===== src/rtl/cpu_pkg.sv =====
// Shared CPU-side definitions: default bus widths, memory arbiter states and
// requester identifiers.
package cpu_pkg;

   localparam int CPU_ADDR_W = 8;
   localparam int CPU_DATA_W = 16;

   typedef enum logic [1:0] {
      ST_IDLE  = 2'd0,
      ST_ISSUE = 2'd1,
      ST_WAIT  = 2'd2,
      ST_RESP  = 2'd3
   } arb_state_e;

   localparam logic REQ_IF = 1'b0;
   localparam logic REQ_DM = 1'b1;

endpackage


===== src/rtl/arb_starve_ctr.sv =====
// Saturating count of consecutive arbitrations the fetch port has lost.
module arb_starve_ctr #(
   parameter  int MAX = 4,
   localparam int W   = $clog2(MAX + 1)
) (
   input  logic         clk,
   input  logic         rst_n,
   input  logic         inc,
   input  logic         clr,
   output logic [W-1:0] cnt,
   output logic         sat
);

   assign sat = (cnt == W'(MAX));

   // NOTE: registers take non-blocking assignments so every flop samples
   // pre-edge values regardless of block evaluation order.
   always_ff @(posedge clk or negedge rst_n) begin
      if (!rst_n) begin
         cnt <= '0;
      end else if (clr) begin
         cnt <= '0;
      end else if (inc && !sat) begin
         cnt <= cnt + 1'b1;
      end
   end

endmodule


===== src/rtl/cpu_mem_arbiter.sv =====
// Serialises instruction-fetch and load/store accesses onto one single-port
// memory, one outstanding access at a time, with a fetch starvation bound.
module cpu_mem_arbiter
   import cpu_pkg::*;
#(
   parameter int ADDR_W     = CPU_ADDR_W,
   parameter int DATA_W     = CPU_DATA_W,
   parameter int MEM_LAT    = 1,
   parameter int STARVE_MAX = 4
) (
   input  logic              CLK,
   input  logic              RESET,
   input  logic              IF_REQ,
   input  logic [ADDR_W-1:0] IF_ADDR,
   output logic              IF_GNT,
   output logic              IF_RVALID,
   output logic [DATA_W-1:0] IF_RDATA,
   input  logic              DM_REQ,
   input  logic              DM_WE,
   input  logic [ADDR_W-1:0] DM_ADDR,
   input  logic [DATA_W-1:0] DM_WDATA,
   output logic              DM_GNT,
   output logic              DM_RVALID,
   output logic [DATA_W-1:0] DM_RDATA,
   output logic              MEM_EN,
   output logic              MEM_WE,
   output logic [ADDR_W-1:0] MEM_ADDR,
   output logic [DATA_W-1:0] MEM_WDATA,
   input  logic [DATA_W-1:0] MEM_RDATA,
   output logic              BUSY
);

   localparam int LAT_W = (MEM_LAT > 1) ? $clog2(MEM_LAT) : 1;
   localparam int SC_W  = $clog2(STARVE_MAX + 1);

   arb_state_e        state;
   logic              winner_q;
   logic              we_q;
   logic [ADDR_W-1:0] addr_q;
   logic [DATA_W-1:0] wdata_q;
   logic [DATA_W-1:0] if_rdata_q;
   logic [DATA_W-1:0] dm_rdata_q;
   logic [LAT_W-1:0]  lat_cnt;
   logic [SC_W-1:0]   starve_cnt;
   logic              starve_sat;

   logic arb_en;
   logic grant;
   logic grant_dm;

   // NOTE: every always_comb output gets a value on every path, otherwise
   // synthesis infers a latch to hold it.
   always_comb begin
      arb_en   = (state == ST_IDLE) || (state == ST_RESP);
      grant    = arb_en && (IF_REQ || DM_REQ);
      grant_dm = DM_REQ && !(IF_REQ && starve_sat);
   end

   arb_starve_ctr #(.MAX(STARVE_MAX)) u_starve (
      .clk   (CLK),
      .rst_n (RESET),
      .inc   (grant && grant_dm && IF_REQ),
      .clr   (grant && !grant_dm),
      .cnt   (starve_cnt),
      .sat   (starve_sat)
   );

   // NOTE: the datapath registers are reset too, because they drive the
   // memory and read-data outputs directly and those must read 0 in reset.
   always_ff @(posedge CLK or negedge RESET) begin
      if (!RESET) begin
         state      <= ST_IDLE;
         winner_q   <= REQ_IF;
         we_q       <= 1'b0;
         addr_q     <= '0;
         wdata_q    <= '0;
         lat_cnt    <= '0;
         if_rdata_q <= '0;
         dm_rdata_q <= '0;
      end else begin
         case (state)
            ST_IDLE, ST_RESP: state <= grant ? ST_ISSUE : ST_IDLE;
            ST_ISSUE: begin
               if (we_q) begin
                  state <= ST_IDLE;
               end else begin
                  state   <= ST_WAIT;
                  lat_cnt <= LAT_W'(MEM_LAT - 1);
               end
            end
            ST_WAIT: begin
               if (lat_cnt == '0) begin
                  state <= ST_RESP;
                  if (winner_q == REQ_DM) dm_rdata_q <= MEM_RDATA;
                  else                    if_rdata_q <= MEM_RDATA;
               end else begin
                  lat_cnt <= lat_cnt - 1'b1;
               end
            end
            default: state <= ST_IDLE;
         endcase

         // Write data only moves on DM grants so MEM_WDATA holds across fetches.
         if (grant) begin
            winner_q <= grant_dm ? REQ_DM : REQ_IF;
            we_q     <= grant_dm && DM_WE;
            addr_q   <= grant_dm ? DM_ADDR : IF_ADDR;
            if (grant_dm) wdata_q <= DM_WDATA;
         end
      end
   end

   assign IF_GNT    = (state == ST_ISSUE) && (winner_q == REQ_IF);
   assign DM_GNT    = (state == ST_ISSUE) && (winner_q == REQ_DM);
   assign IF_RVALID = (state == ST_RESP)  && (winner_q == REQ_IF);
   assign DM_RVALID = (state == ST_RESP)  && (winner_q == REQ_DM);
   assign IF_RDATA  = if_rdata_q;
   assign DM_RDATA  = dm_rdata_q;
   assign MEM_EN    = (state == ST_ISSUE);
   assign MEM_WE    = (state == ST_ISSUE) && we_q;
   assign MEM_ADDR  = addr_q;
   assign MEM_WDATA = wdata_q;
   assign BUSY      = (state != ST_IDLE);

endmodule


===== config.mk =====
export PLATFORM = sky130hd
export DESIGN_NAME = cpu_mem_arbiter
export DESIGN_NICKNAME = d
export VERILOG_FILES = /design/src/rtl/cpu_pkg.sv /design/src/rtl/arb_starve_ctr.sv /design/src/rtl/cpu_mem_arbiter.sv
export SDC_FILE = /design/constraint.sdc
export NUM_CORES = 1
export LEC_CHECK = 0
export CAP_MARGIN = 10
export CORE_AREA = 2 2 97 99
export DETAILED_ROUTE_END_ITERATION = 7
export DIE_AREA = 0 0 99 101
export SLEW_MARGIN = 20
export SYNTH_ARGS = -nofsm -noshare
export SYNTH_HDL_FRONTEND = slang
export SYNTH_SLANG_ARGS = --single-unit

===== constraint.sdc =====
create_clock -name CLK -period 2.3 [get_ports CLK]
set_clock_uncertainty 0.05 [all_clocks]
set_input_delay 0.46 -clock CLK [delete_from_list [all_inputs] [get_ports CLK]]
set_output_delay 0.46 -clock CLK [all_outputs]
set_load 0.03 [all_outputs]

# Word-level counts from Yosys, hierarchy flattened

Cells that the tools add are included.
W data, S select, Z words.

Register bits after elaboration: 64
Latch bits: 0
Bits in writable memories: 0
Bits in read-only memories: 0
Input bits: 53
Word-level logic and storage cells: 57
Memories kept: 0

Add/sub/neg operators: 2
Multipliers: 0
Divide/modulo/power cells: 0
Magnitude comparators: 0
Equal/unequal tests: 6
Shift-type cells: 0
Muxes and demuxes: 11
Bitwise operators: 2
Reduce and logical (&&, ||, !) cells: 27

Operators with widths:

| kind                  | number |
|---|---|
| $logic_and A1 B1 Y1   | 13 |
| $mux W8               | 1 |
| $mux W3               | 2 |
| $pmux W2 S3           | 1 |
| $reduce_and A3 Y1     | 2 |
| $reduce_bool A2 Y1    | 3 |
| $eq A2 B2 Y1 const B  | 2 |
| $mux W1               | 4 |
| $mux W2               | 2 |
| $ne A2 B2 Y1 const B  | 2 |
| $reduce_and A2 Y1     | 2 |
| $add A3 B1 Y3 const B | 1 |
| $eq A3 B3 Y1 const B  | 1 |
| $logic_not A1 Y1      | 3 |
| $eq A2 B1 Y1 const B  | 1 |
| $logic_not A2 Y1      | 1 |
| $logic_or A1 B1 Y1    | 2 |
| $not A1 Y1            | 2 |
| $pmux W1 S2           | 1 |
| $reduce_or A2 Y1      | 1 |
| $sub A1 B1 Y1 const B | 1 |

# Logic depth before layout (Yosys ltp)

Gate-level depths: netlist of the first run.

Depth in word-level cells: 9
Depth in mapped cells: 7
Gate-level depth less buffers: 5

# Modules after synthesis

Synthesis of the first run repeated with hierarchy kept, for this count alone.

Cell total of the unflattened synthesis: 177
Area, all modules: 2610.0 µm²

By module, submodules not included:

| module          | times used | cells an instance | area an instance (µm²) | seq. area each (µm²) |
|---|---|---|---|---|
| cpu_mem_arbiter | 1          | 159               | 2417.3                 | 1501.4 |
| arb_starve_ctr  | 1          | 18                | 192.7                  | 75.1 |

# Least setup slack after synthesis of the first run

Ideal clock, no wire load.

Path kind: flip-flop to output port
From: register state[1]
To: output IF_GNT
Arrival: 1327 ps
Data required time: 1790 ps
Slack: 463 ps
Cell stages (with the launch flop): 4
Cells stage by stage: dfrtp_1 > inv_1 > ha_1 > nor2b_1

Longest elaborated chain between the ends: 2

Ends and longest elaborated chain:

| item                     | line                   | source |
|---|---|---|
| start: declaration       | cpu_mem_arbiter.sv:36  | `arb_state_e state;` |
| start signal: assignment | cpu_mem_arbiter.sv:82  | `ST_IDLE, ST_RESP: state <= grant ? ST_ISSUE : ST_IDLE;` |
| $eq A2 B1 Y1             | n/a                    |  |
| via MEM_EN               | cpu_mem_arbiter.sv:25  | `output logic MEM_EN,` |
| $logic_and A1 B1 Y1      | cpu_mem_arbiter.sv:113 | `assign IF_GNT = (state == ST_ISSUE) && (winner_q == REQ_IF);` |
| end: declaration         | cpu_mem_arbiter.sv:15  | `output logic IF_GNT,` |

The timed path passes the listed nets, and every way through them passes these cells.

# Worst setup path in the final report of the first run

From: register state[0]
To: output BUSY

Longest elaborated chain between the ends: 1

Ends and longest elaborated chain:

| item               | line                   | source |
|---|---|---|
| $reduce_bool A2 Y1 | cpu_mem_arbiter.sv:123 | `assign BUSY = (state != ST_IDLE);` |
| end: declaration   | cpu_mem_arbiter.sv:30  | `output logic BUSY` |

Every way passes these cells.

==> run metrics, run 1 <==
first-pass GRT wire length 9830 um; critical path class register to output port; final hold vios 0; Filler cells 841; Final ANT Viol Nets 0; Min-Delay Path Class input port to asynchronous set/reset pin; CP Data Required Time 1790 ps; Initial Util 0.292; width of the die 99 um; TritonCTS clock tree built; CTS clk-pin slew, worst paths 80 ps; CTS root buf clkbuf_8; Synth Instances 174; reg2reg setup slack 470 ps; hold slack 75.2 ps; count of non-filler cells in the finished layout 415; Final period util 0.961; initial DRC count 36; area of the multi-input gates 965 um2; startpoint type of the worst setup path register; hpwl dp 4310 um; total CTS buffers 9; CTS hold repair buffers 0; Setup TNS Final 0 ps; DR vias 1815; YS warnings 0; Die ar. 0.0100 mm2; dpl cells 399; H-tree levels 3; reg-to-reg endpoint MEM_WDATA[0]; First-pass DRT Iterations 3; largest net degree at the start of global routing 40; Post-CTS Setup Repair Bufs 0; grt ovf 0; Sequential Area 0.00158 mm2; worst-path maximum fanout 3; area grow syn2layout 57.9%; fmax 453 MHz; fin crit period 2210 ps; syn_nets 233; worst slew pin tran 597 ps; final setup vio count 0; share of cells above drive strength 1 0.240; Reg2Reg Depth 5; GR Util All Layers 0.127; # IOs 116; CP arrival 1700 ps; Final Instance Area 0.00414 mm2; DRT Wirelength 5980 um; pwr/cell area 1580 mW/mm2; Leak Pwr 0.00180 uW; CTS max path bufs 2; Slew Limit Fails 0; Worst VDD drop 0.638 mV; number of port buffers 115; commonest non-fill, non-tap cell in the layout clkdlybuf4s50_1; MaxCap Viol Count 0; sequential area share after synthesis 0.602; core area 0.00898 mm2; vias in the first global route 1906; Placer Congestion 0.719; dpl cell area 0.00392 mm2; Critical Path End Type output port; synthesized flop and latch total 63; Wirelength per Cell 14.4 um; worst r2r src state[0]; RSZ-0062 raised after global routing no; antenna violations before repair 0; Die H 101 um; ant diodes 0; nets 358; vias per cell 4.37; most frequent cells in the layout 108 x clkdlybuf4s50_1, 63 x dfrtp_1, 38 x mux2_2, 11 x and2_1, 10 x mux2_4; Post-Syn Area 0.00262 mm2; Slew Limit Headroom 0.602; DRC Markers 0; Synth cell types 25; Rows 35; Post-Syn Area per Cell 15.1 um2; status complete, no violations; Clock Sink Count 63; clock latency at the later pin of the worst-skew pair 330 ps
## power breakdown
part	internal, uW	switching, uW	leakage, uW
Clock	611	444	0.000102
Sequential	1660	293	0.000756
Combinational	1690	1820	0.000943
Total	3960	2550	0.00180
## critical path, stage by stage (launching register included)
cell	delay (ps)
dfrtp_1	380
inv_1	70
ha_1	200
inv_1	50
clkdlybuf4s50_1	670
## through the flow
| step | power [uW] | worst slack [ps] | utilization |
|---|---|---|---|
| 6_report | 6520 | 90.4 | 0.461 |
| 3_5_place_dp | 5560 | 245 | 0.436 |
| 5_1_grt | 6930 | 3.98 | 0.461 |
| 3_3_place_gp | 5500 | 273 | 0.436 |
| 4_1_cts | 6640 | 21.4 | 0.460 |
| 2_1_floorplan | 4090 | 463 | - |
## Yosys cell counts
cell type / n / share of area
clkbuf_1: 1 / 0.0014
ha_1: 6 / 0.029
a21oi_2: 1 / 0.0033
buf_6: 2 / 0.0086
o21ai_0: 1 / 0.0019
nor2b_1: 4 / 0.0096
nand2b_1: 1 / 0.0024
o21bai_1: 1 / 0.0029
nand2_1: 8 / 0.011
dfrtp_1: 63 / 0.60
inv_1: 5 / 0.0072
buf_12: 1 / 0.0076
o21a_1: 1 / 0.0029
or2b_1: 2 / 0.0057
mux2_4: 10 / 0.057
mux2_2: 38 / 0.16
nand3b_1: 1 / 0.0029
and2_1: 11 / 0.026
a32o_1: 1 / 0.0038
and3b_1: 1 / 0.0033
o22ai_1: 1 / 0.0024
a22o_1: 2 / 0.0067
a221o_1: 8 / 0.031
nand3_1: 1 / 0.0019
buf_2: 3 / 0.0057
## flip-flops by register name, indices dropped and copies added (netlist names)
register / flops
state: 2
IF_RDATA: 16
DM_RDATA: 16
MEM_ADDR: 8
u_starve.cnt: 3
we_q: 1
winner_q: 1
MEM_WDATA: 16
## metal layers
metal  vias to the layer above  GRT usage  share of wire
li1                        861          -              -
met2                        77      0.189           0.45
met1                       872      0.170           0.46
met3                         5     0.0520          0.086
met4                         0     0.0411         0.0092
met5                         -          0              0
## worst max path at each step
stage          cells past startpoint      from            end
3_5_place_dp                       5    IF_REQ  MEM_WDATA[15]
5_1_grt                            4  state[0]           BUSY
3_3_place_gp                       5    IF_REQ   MEM_WDATA[0]
4_1_cts                            3  state[0]      IF_RVALID
6_report                           4  state[0]           BUSY
2_1_floorplan                      3  state[1]         IF_GNT
## kinds of logic (layout without fill, tap and decap cells)
group | after synthesis | after routing | share of synthesized area
flops | 63 | 63 | 0.602
mux | 48 | 48 | 0.221
simple gates | 29 | 29 | 0.0635
compound gates | 16 | 16 | 0.0545
buf+inv | 12 | 142 | 0.0306
fa+ha+maj | 6 | 6 | 0.0287
## layout make-up
class	instances	share of cell area
Sequential cell	63	0.381
Timing Repair Buffer	121	0.294
Multi-Input combinational cell	99	0.233
Tap cell	111	0.0336
Clock buffer	9	0.0300
Clock inverter	7	0.0233
Inverter	5	0.00454
## timing repair
action                     4_1_cts  5_1_grt
hold endpoints to repair         0        0
resized for setup                4        2
setup endpoints to repair        4        2
No activity file was read; power rests on OpenSTA's default activity.
==> inputs of run 2 (changes only) <==
- clock period: 2.3 -> 2.8 ns (I/O delays scaled with it)
==> run 2 against run 1 <==
Clock power down 38%. Largest power group unchanged. Flip-flop and latch count unchanged. Clock-buffer cell count up 1. Sequential power fell by 17%.
==> run metrics, run 2 (synthesis results as in run 1) <==
H-tree levels 3 (unchanged); RSZ-0062 raised after global routing no; Clock Sink Count 63 (unchanged); fin crit period 2480 ps; width of the die 99 um (unchanged); Final ANT Viol Nets 0 (unchanged); Setup TNS Final 0 ps (unchanged); CTS root buf clkbuf_8; critical path class register to output port; CTS hold repair buffers 0 (unchanged); Placer Congestion 0.693 (-3.6%); grt ovf 0 (unchanged); Final WS setup 320 ps (+229 ps); TritonCTS clock tree built; MaxCap Viol Count 0 (unchanged); area grow syn2layout 55.3%; vias per cell 4.41 (+0.94%); largest net degree at the start of global routing 39 (-2.5%); Util after Layout 0.453 (-0.00753); number of port buffers 115 (unchanged); reg2reg setup slack 940 ps (+470 ps); Wirelength per Cell 14.0 um (-2.8%); DRC Markers 0 (unchanged); CP arrival 1870 ps (+170 ps); nets 358 (unchanged); DR vias 1832 (+0.94%); worst slew pin tran 617 ps (+19.3 ps); Leak Pwr 0.00172 uW (-4.3%); Final period util 0.886; clock latency at the later pin of the worst-skew pair 330 ps (about the same); Die ar. 0.0100 mm2 (unchanged); core area 0.00898 mm2 (unchanged); Post-CTS Setup Repair Bufs 0 (unchanged); CTS clk-pin slew, worst paths 70 ps (about the same); Filler cells 845 (+0.48%); Min-Delay Path Class input port to asynchronous set/reset pin; status complete, no violations; post-cts sizing count 0 (-4); ant diodes 0 (unchanged); final hold vios 0 (unchanged); most frequent cells in the layout 114 x clkdlybuf4s50_1, 63 x dfrtp_1, 38 x mux2_2, 11 x and2_1, 10 x mux2_4; Worst VDD drop 0.461 mV (-28%); initial DRC count 14 (-61%); area of the multi-input gates 965 um2 (unchanged); dpl ws 603 ps (+358 ps); dpl cell area 0.00390 mm2 (-0.32%); hpwl dp 4210 um (-2.4%); CP Data Required Time 2190 ps (+400 ps); First-pass DRT Iterations 4 (+1); vias in the first global route 1936 (+1.6%); Initial Util 0.292 (unchanged); Critical Path End Type output port; Slew Limit Headroom 0.589 (-0.0128); Slew Limit Fails 0 (unchanged); share of cells above drive strength 1 0.237 (-0.00329); Rows 35 (unchanged); pwr/cell area 1260 mW/mm2 (-20%); DRT Wirelength 5810 um (-2.8%); GR Util All Layers 0.124 (-0.00359); antenna violations before repair 0 (unchanged); CTS max path bufs 2 (unchanged); total CTS buffers 9 (unchanged); fmax 403 MHz; commonest non-fill, non-tap cell in the layout clkdlybuf4s50_1; startpoint type of the worst setup path register; Sequential Area 0.00158 mm2 (unchanged); first-pass GRT wire length 9630 um (-2.0%); Die H 101 um (unchanged); worst-path maximum fanout 5 (+2); # IOs 116 (unchanged); Final Instance Area 0.00407 mm2 (-1.6%); final setup vio count 0 (unchanged)
[run 2: area by class of cell]
type	instances	share of cell area
inverter	5	0.00461
clock buffer	10	0.0314
clock inverter	6	0.00923
tap	111	0.0341
sequential	63	0.388
multi-input combinational	99	0.237
timing repair buffer	121	0.296
[run 2: per-layer routing]
layer / routed length, um / up-vias / share of wire / global-route usage
met1: 2670 / 879 / 0.46 / 0.162
li1: - / 864 / - / -
met3: 480 / 7 / 0.083 / 0.0451
met4: 79 / 0 / 0.014 / 0.0569
met5: 0 / - / 0 / 0
met2: 2580 / 82 / 0.44 / 0.183
[run 2: through the flow]
stage	total power [uW]	std cells	hold slack (ps)
after CTS	5230	415	190
after detailed placement	4540	399	443
after global placement	4510	399	438
after global routing	5460	415	211
after floorplan	3360	174	214
final	5150	415	182
[run 2: path summary, 6_finish.rpt]
check	startpoint	depth (start not counted)	to
max reg2reg	state[0]	5	MEM_WDATA[3]
min reg2reg	DM_RDATA[4]	1	DM_RDATA[4]
max	state[1]	4	MEM_WE
min in group CLK	DM_RDATA[4]	1	DM_RDATA[4]
min	RESET	1	MEM_WDATA[7]
max in group asynchronous	RESET	2	IF_RDATA[0]
[run 2: power breakdown]
part	internal [uW]	switching, uW
sequential	1360	242
clock	316	344
combinational	1390	1490
[run 2: critical path, stage by stage, from the launching register on]
cell             delay [ps]
dfrtp_1                 400
inv_1                    90
ha_1                    240
and2_1                  150
clkdlybuf4s50_1         680
